[src/rtl/ir_nec_tx_if.sv]
// Request/status bundle for the NEC infrared transmitter (ir_nec_tx).
// The master side issues frames and the slave side is the transmitter.
interface ir_nec_tx_if;
  logic       tx_valid;
  logic       tx_ready;
  logic [7:0] tx_addr;
  logic [7:0] tx_cmd;
  logic       tx_hold;
  logic       tx_busy;
  logic       tx_done;

  modport master (
    output tx_valid, tx_addr, tx_cmd, tx_hold,
    input  tx_ready, tx_busy, tx_done
  );

  modport slave (
    input  tx_valid, tx_addr, tx_cmd, tx_hold,
    output tx_ready, tx_busy, tx_done
  );
endinterface

[src/rtl/ir_nec_tx.sv]
// NEC infrared transmitter: serialises {~cmd, cmd, ~addr, addr} LSB-first as a
// 38 kHz modulated frame. Define IR_REPEAT_EN to emit repeat codes while tx_hold=1.
module ir_nec_tx #(
  parameter int UNIT_CYCLES  = 28125,
  parameter int CARRIER_DIV  = 1316,
  parameter int CARRIER_HIGH = 439,
  parameter int FRAME_UNITS  = 192
) (
  input  logic         CLOCK_50,
  input  logic         rst,
  ir_nec_tx_if.slave   tx,
  output logic         IRDA_TXD,
  output logic         ir_env
);

  localparam int UW = (UNIT_CYCLES > 1) ? $clog2(UNIT_CYCLES) : 1;
  localparam int CW = $clog2(CARRIER_DIV + 1);
  localparam int FW = (FRAME_UNITS > 1) ? $clog2(FRAME_UNITS) : 1;

  typedef enum logic [3:0] {
    IDLE,
    LEAD_MARK,
    LEAD_SPACE,
    BIT_MARK,
    BIT_SPACE,
    STOP_MARK,
    GAP
`ifdef IR_REPEAT_EN
    ,
    RPT_MARK,
    RPT_SPACE,
    RPT_STOP
`endif
  } state_t;

  state_t          state, state_nxt;
  logic [UW-1:0]   ucnt, ucnt_nxt;
  logic [4:0]      ncnt, ncnt_nxt;
  logic [FW-1:0]   fcnt, fcnt_nxt;
  logic [CW-1:0]   ccnt, ccnt_nxt;
  logic [4:0]      bitcnt, bitcnt_nxt;
  logic [31:0]     shreg, shreg_nxt;
  logic            done_q, done_nxt;
  logic            env_q, txd_q;
  logic            unit_tick;
  logic            mark_nxt;

  function automatic logic is_mark(input state_t s);
    case (s)
      LEAD_MARK, BIT_MARK, STOP_MARK: is_mark = 1'b1;
`ifdef IR_REPEAT_EN
      RPT_MARK, RPT_STOP:             is_mark = 1'b1;
`endif
      default:                        is_mark = 1'b0;
    endcase
  endfunction

  assign unit_tick = (ucnt == UW'(UNIT_CYCLES - 1));

  always_comb begin
    state_nxt  = state;
    ucnt_nxt   = ucnt;
    ncnt_nxt   = ncnt;
    fcnt_nxt   = fcnt;
    bitcnt_nxt = bitcnt;
    shreg_nxt  = shreg;
    done_nxt   = 1'b0;
    ccnt_nxt   = (ccnt == CW'(CARRIER_DIV - 1)) ? '0 : ccnt + 1'b1;

    // The unit timer free-runs across state changes so every unit stays aligned to accept.
    if (state != IDLE) begin
      ucnt_nxt = unit_tick ? '0 : ucnt + 1'b1;
      if (unit_tick) begin
        ncnt_nxt = ncnt + 1'b1;
        fcnt_nxt = fcnt + 1'b1;
      end
    end

    case (state)
      IDLE: begin
        ucnt_nxt = '0;
        if (tx.tx_valid) begin
          state_nxt  = LEAD_MARK;
          shreg_nxt  = {~tx.tx_cmd, tx.tx_cmd, ~tx.tx_addr, tx.tx_addr};
          fcnt_nxt   = '0;
          bitcnt_nxt = '0;
        end
      end
      LEAD_MARK:
        if (unit_tick && ncnt == 5'd15) state_nxt = LEAD_SPACE;
      LEAD_SPACE:
        if (unit_tick && ncnt == 5'd7) state_nxt = BIT_MARK;
      BIT_MARK:
        if (unit_tick && ncnt == 5'd0) state_nxt = BIT_SPACE;
      BIT_SPACE:
        if (unit_tick && ncnt == (shreg[0] ? 5'd2 : 5'd0)) begin
          shreg_nxt  = {1'b0, shreg[31:1]};
          bitcnt_nxt = bitcnt + 1'b1;
          state_nxt  = (bitcnt == 5'd31) ? STOP_MARK : BIT_MARK;
        end
      STOP_MARK:
        if (unit_tick) begin
          state_nxt = GAP;
          done_nxt  = 1'b1;
        end
      GAP:
        if (unit_tick && fcnt == FW'(FRAME_UNITS - 1)) begin
`ifdef IR_REPEAT_EN
          if (tx.tx_hold) begin
            state_nxt = RPT_MARK;
            fcnt_nxt  = '0;
          end else begin
            state_nxt = IDLE;
          end
`else
          state_nxt = IDLE;
`endif
        end
`ifdef IR_REPEAT_EN
      RPT_MARK:
        if (unit_tick && ncnt == 5'd15) state_nxt = RPT_SPACE;
      RPT_SPACE:
        if (unit_tick && ncnt == 5'd3) state_nxt = RPT_STOP;
      RPT_STOP:
        if (unit_tick && ncnt == 5'd0) state_nxt = GAP;
`endif
      default: state_nxt = IDLE;
    endcase

    // Carrier phase restarts on every mark entry so the first pulse is full width.
    if (state_nxt != state) ncnt_nxt = '0;
    if (state_nxt != state || !is_mark(state_nxt)) ccnt_nxt = '0;
  end

  assign mark_nxt = is_mark(state_nxt);

  always_ff @(posedge CLOCK_50) begin
    if (rst) begin
      state  <= IDLE;
      ucnt   <= '0;
      ncnt   <= '0;
      fcnt   <= '0;
      ccnt   <= '0;
      bitcnt <= '0;
      shreg  <= '0;
      done_q <= 1'b0;
      env_q  <= 1'b0;
      txd_q  <= 1'b0;
    end else begin
      state  <= state_nxt;
      ucnt   <= ucnt_nxt;
      ncnt   <= ncnt_nxt;
      fcnt   <= fcnt_nxt;
      ccnt   <= ccnt_nxt;
      bitcnt <= bitcnt_nxt;
      shreg  <= shreg_nxt;
      done_q <= done_nxt;
      env_q  <= mark_nxt;
      txd_q  <= mark_nxt && (ccnt_nxt < CW'(CARRIER_HIGH));
    end
  end

`ifndef IR_REPEAT_EN
  logic unused_hold;
  assign unused_hold = tx.tx_hold;
`endif

  assign tx.tx_ready = (state == IDLE);
  assign tx.tx_busy  = (state != IDLE);
  assign tx.tx_done  = done_q;
  assign IRDA_TXD    = txd_q;
  assign ir_env      = env_q;

endmodule

[src/flat_wrapper.sv]
// flat-port wrapper written by rule: the top's interface ports become plain ports
module ir_nec_tx_flat 
#(
  parameter int UNIT_CYCLES  = 28125,
  parameter int CARRIER_DIV  = 1316,
  parameter int CARRIER_HIGH = 439,
  parameter int FRAME_UNITS  = 192
)
  (CLOCK_50, rst, IRDA_TXD, ir_env, tx_tx_valid, tx_tx_addr, tx_tx_cmd, tx_tx_hold, tx_tx_ready, tx_tx_busy, tx_tx_done);
  ir_nec_tx_if tx_i ();
  input  logic CLOCK_50;
  input  logic rst;
  output logic IRDA_TXD;
  output logic ir_env;
  input wire logic [$bits(tx_i.tx_valid)-1:0] tx_tx_valid;
  input wire logic [$bits(tx_i.tx_addr)-1:0] tx_tx_addr;
  input wire logic [$bits(tx_i.tx_cmd)-1:0] tx_tx_cmd;
  input wire logic [$bits(tx_i.tx_hold)-1:0] tx_tx_hold;
  output wire logic [$bits(tx_i.tx_ready)-1:0] tx_tx_ready;
  output wire logic [$bits(tx_i.tx_busy)-1:0] tx_tx_busy;
  output wire logic [$bits(tx_i.tx_done)-1:0] tx_tx_done;
  assign tx_i.tx_valid = tx_tx_valid;
  assign tx_i.tx_addr = tx_tx_addr;
  assign tx_i.tx_cmd = tx_tx_cmd;
  assign tx_i.tx_hold = tx_tx_hold;
  assign tx_tx_ready = tx_i.tx_ready;
  assign tx_tx_busy = tx_i.tx_busy;
  assign tx_tx_done = tx_i.tx_done;
  ir_nec_tx #(.UNIT_CYCLES(UNIT_CYCLES), .CARRIER_DIV(CARRIER_DIV), .CARRIER_HIGH(CARRIER_HIGH), .FRAME_UNITS(FRAME_UNITS)) u_core (.CLOCK_50(CLOCK_50), .rst(rst), .tx(tx_i), .IRDA_TXD(IRDA_TXD), .ir_env(ir_env));
endmodule
[config.mk]
export PLATFORM = sky130hd
export DESIGN_NAME = ir_nec_tx_flat
export DESIGN_NICKNAME = d
export VERILOG_FILES = /design/src/rtl/ir_nec_tx_if.sv /design/src/rtl/ir_nec_tx.sv /design/src/flat_wrapper.sv
export SDC_FILE = /design/constraint.sdc
export NUM_CORES = 1
export LEC_CHECK = 0
export CAP_MARGIN = 30
export CORE_UTILIZATION = 29
export DETAILED_ROUTE_END_ITERATION = 6
export DONT_BUFFER_PORTS = 1
export PLACE_DENSITY_LB_ADDON = 0.25
export SYNTH_ARGS = -nofsm -noshare
export SYNTH_HDL_FRONTEND = slang
export SYNTH_SLANG_ARGS = --single-unit
[constraint.sdc]
create_clock -name CLOCK_50 -period 3.3 [get_ports CLOCK_50]
set_input_delay 0.66 -clock CLOCK_50 [delete_from_list [all_inputs] [get_ports CLOCK_50]]
set_output_delay 0.66 -clock CLOCK_50 [all_outputs]
set_load 0.05 [all_outputs]
==> impl_metrics.toml <==
[outcome]
run_status = "completed"

[drt]
routedWlPerCell_um = 13.1
drtAntennaViolNets = 0
drtIter0Drc = 197
first_pass_iters = 4
drc = 0
num_vias = 3198
wl_um = 8370
routed_via_density = 5.00

[global_route]
grt_pass1_vias = 3073
grt_max_degree = 52
grt_pass1_wl_um = 14600
grt.overflow.total = 0
antenna_found_initial = 0
track_usage_pct = 12.9

[timing]
fin_tns_setup_ns = 0
tightest_slew_ns = 0.745
max_freq_mhz = 346
fin_skew_ns = 0.00458
setup_violations = 0
min_period_over_period_pct = 87.7
hold_viol = 0
rsz0062_at_grt = "no"
slew_headroom_pct = 49.0
maxSlewViolCount = 0
min_period_ns = 2.89
holdWs_ns = 0.394

[synth]
syn_avg_cell_area_um2 = 8.27
yosysWarnings = 0
postSynthCellCount = 469
synth-edff-count = 0
synth_ff_type = "dfxtp_1"
synth_area_um2 = 3880
netlist.area_leader.share_pct = 42.8
synthArstFlopShare_pct = 0
ys_seq_elements = 83
syn-num-nets = 498
synth.largest_area_cell = "dfxtp_1"
ys_seq_area_share_pct = 42.8
synth.distinct_cells = 48
synth_area_leaders = "dfxtp_1 43%, nand2_1 7.2%, nor2_1 6.5%, xor2_1 4.3%, a311oi_1 3.6%"

[place]
numPortBuffers = 0
dpl_cell_area_um2 = 4060
hpwl_um = 5600
numPlacedInstances = 623
gp_congestion = 0.793

[worst_setup_path]
reg2reg_depth = 8
cp-end-kind = "flip-flop"
cp-start-kind = "flip-flop"
endpoint = "u_core.ncnt[1]$_SDFFE_PP0P_"
cp.required_ns = 3.51
reg2reg_to = "u_core.ncnt[1]$_SDFFE_PP0P_"
r2r_setup_slack_ns = 0.41
critPathArrivalTime_ns = 3.10
cp-startpoint = "u_core.ucnt[0]$_SDFFE_PP0N_"
worstSetupPathType = "flip-flop to flip-flop"
rr_startpoint = "u_core.ucnt[0]$_SDFFE_PP0N_"
crit_fanout = 6

[cells_and_area]
num-nets-final = 491
drive_above_1_share_pct = 7.28
finalNonFillerCells = 639
final_cell_mix = "83 x dfxtp_1, 74 x nand2_1, 67 x nor2_1"
post-route-util_pct = 34.0
area_delta_synth_final_pct = 12.5
fin_area_um2 = 4360
antenna_cells = 0
final_common_cell = "dfxtp_1"

[clock_network]
clkTransAtPathRegs_ns = 0.06
cts_setup_buffers = 0
cts_tree = "built"
cts_made_buffers = 9
cts.sinks = 83
cts_root_buffer = "clkbuf_16"
cts_repair_resize_count = 0
clock_tree.buffer_depth = 2
clk_latency_ns = 0.34
cts_max_level = 3
hold_buffers = 0

[pwr]
switchingPower_uw = 500
p_comb_share_pct = 4.5
sequentialPowerShare_pct = 48.6
peakVddDrop_mv = 0.226
pwr_density_cell_nw_per_um2 = 497
switching_share_pct = 23.1
intPower_mw = 1.67
p_clk_share_pct = 46.9
total_leakage_power_nw = 1.42

[die]
design.core.area_um2 = 12800
die_w_um = 118
die_area_um2 = 13800
io-pin-count = 25
rows = 41
fp.dieH_um = 118
initial_core_util_pct = 30.2

[job]
maxCapViolCount = 0

[min_path]
hold_class = "input port to flip-flop"
[registers in the layout, indices dropped and copies added, names as in the netlist]
register and count:
u_core.IRDA_TXD 1, u_core.tx.tx_done 1, u_core.state 4, u_core.bitcnt 5, u_core.shreg 32, u_core.ir_env 1, u_core.fcnt 8, u_core.ccnt 11
u_core.ncnt 5, u_core.ucnt 15
[power by group through the flow]
| stage | Sequential, mW | Combinational [mW] | Clock [mW] |
|---|---|---|---|
| 2_1_floorplan | 1.07 | 0.0890 | 0 |
| 3_3_place_gp | 1.08 | 0.0967 | 0 |
| 4_1_cts | 1.05 | 0.0993 | 1.05 |
| 6_report | 1.05 | 0.0976 | 1.02 |
| 3_5_place_dp | 1.08 | 0.0990 | 0 |
| 5_1_grt | 1.06 | 0.110 | 1.10 |
[per-layer routing]
layer,routed length (µm),track usage [%]
met5,0,0
met4,146,5.37
met3,314,3.73
met2,3870,20.8
met1,4030,15.9
[final cells by class]
cell class,instances,area (µm²)
fill,1370,8460
multi-input combinational,348,2080
sequential,83,1660
clock buffer,10,239
tap,172,215
clock inverter,6,63.8
timing repair buffer,8,60.1
inverter,12,45.0
[kinds of logic after synthesis]
logic type | share of synthesized area [%]
simple gates | 27.4
flops | 42.8
compound gates | 14.1
buf+inv | 3.77
xor+xnor | 7.23
fa+ha+maj | 2.90
mux | 1.65
other cells | 0.0967
[per-stage QoR]
step                setup slack (ns)  total power, mW
finish                         0.406             2.17
global route                  0.0778             2.27
CTS                            0.367             2.21
detailed placement             0.386             1.17
global placement               0.460             1.17
floorplan                      0.479             1.16
[critical path, stage by stage (launching register included)]
cell	delay [ns]
dfxtp_1	0.36
inv_1	0.10
ha_1	0.17
nand4b_1	0.12
or4_1	0.59
o41ai_1	0.49
and4bb_1	0.31
mux2i_1	0.50
nor3_1	0.12
[synthesized netlist by cell type (3+ instances only)]
cell type / instances
nand2_1: 74
a311oi_1: 16
nor4b_1: 3
dfxtp_1: 83
mux2i_1: 3
inv_1: 12
clkbuf_1: 23
a21oi_1: 26
xnor2_1: 13
nand2b_1: 4
xor2_1: 19
and3_1: 3
nand4_1: 14
nand3_1: 9
o211ai_1: 16
nor3_1: 15
or3_1: 4
mux2_2: 3
ha_1: 9
nor2_1: 67
o21ai_0: 7
nor4_1: 6
nand4b_1: 4
or4_1: 5
buf_2: 3
[worst min-delay path by stage]
stage | slack, ns | depth (start not counted) | endpoint | start
global route | 0.38 | 1 | u_core.bitcnt[4]$_SDFFE_PP0P_ | rst
CTS | 0.38 | 1 | u_core.shreg[30]$_SDFFE_PP0P_ | rst
floorplan | 0.43 | 2 | u_core.shreg[10]$_SDFFE_PP0P_ | u_core.shreg[10]$_SDFFE_PP0P_
detailed placement | 0.44 | 2 | u_core.shreg[10]$_SDFFE_PP0P_ | u_core.shreg[10]$_SDFFE_PP0P_
finish | 0.39 | 1 | u_core.fcnt[6]$_SDFF_PP0_ | rst
global placement | 0.43 | 2 | u_core.shreg[26]$_SDFFE_PP0P_ | u_core.shreg[26]$_SDFFE_PP0P_
(Power assumes the default switching activity.)
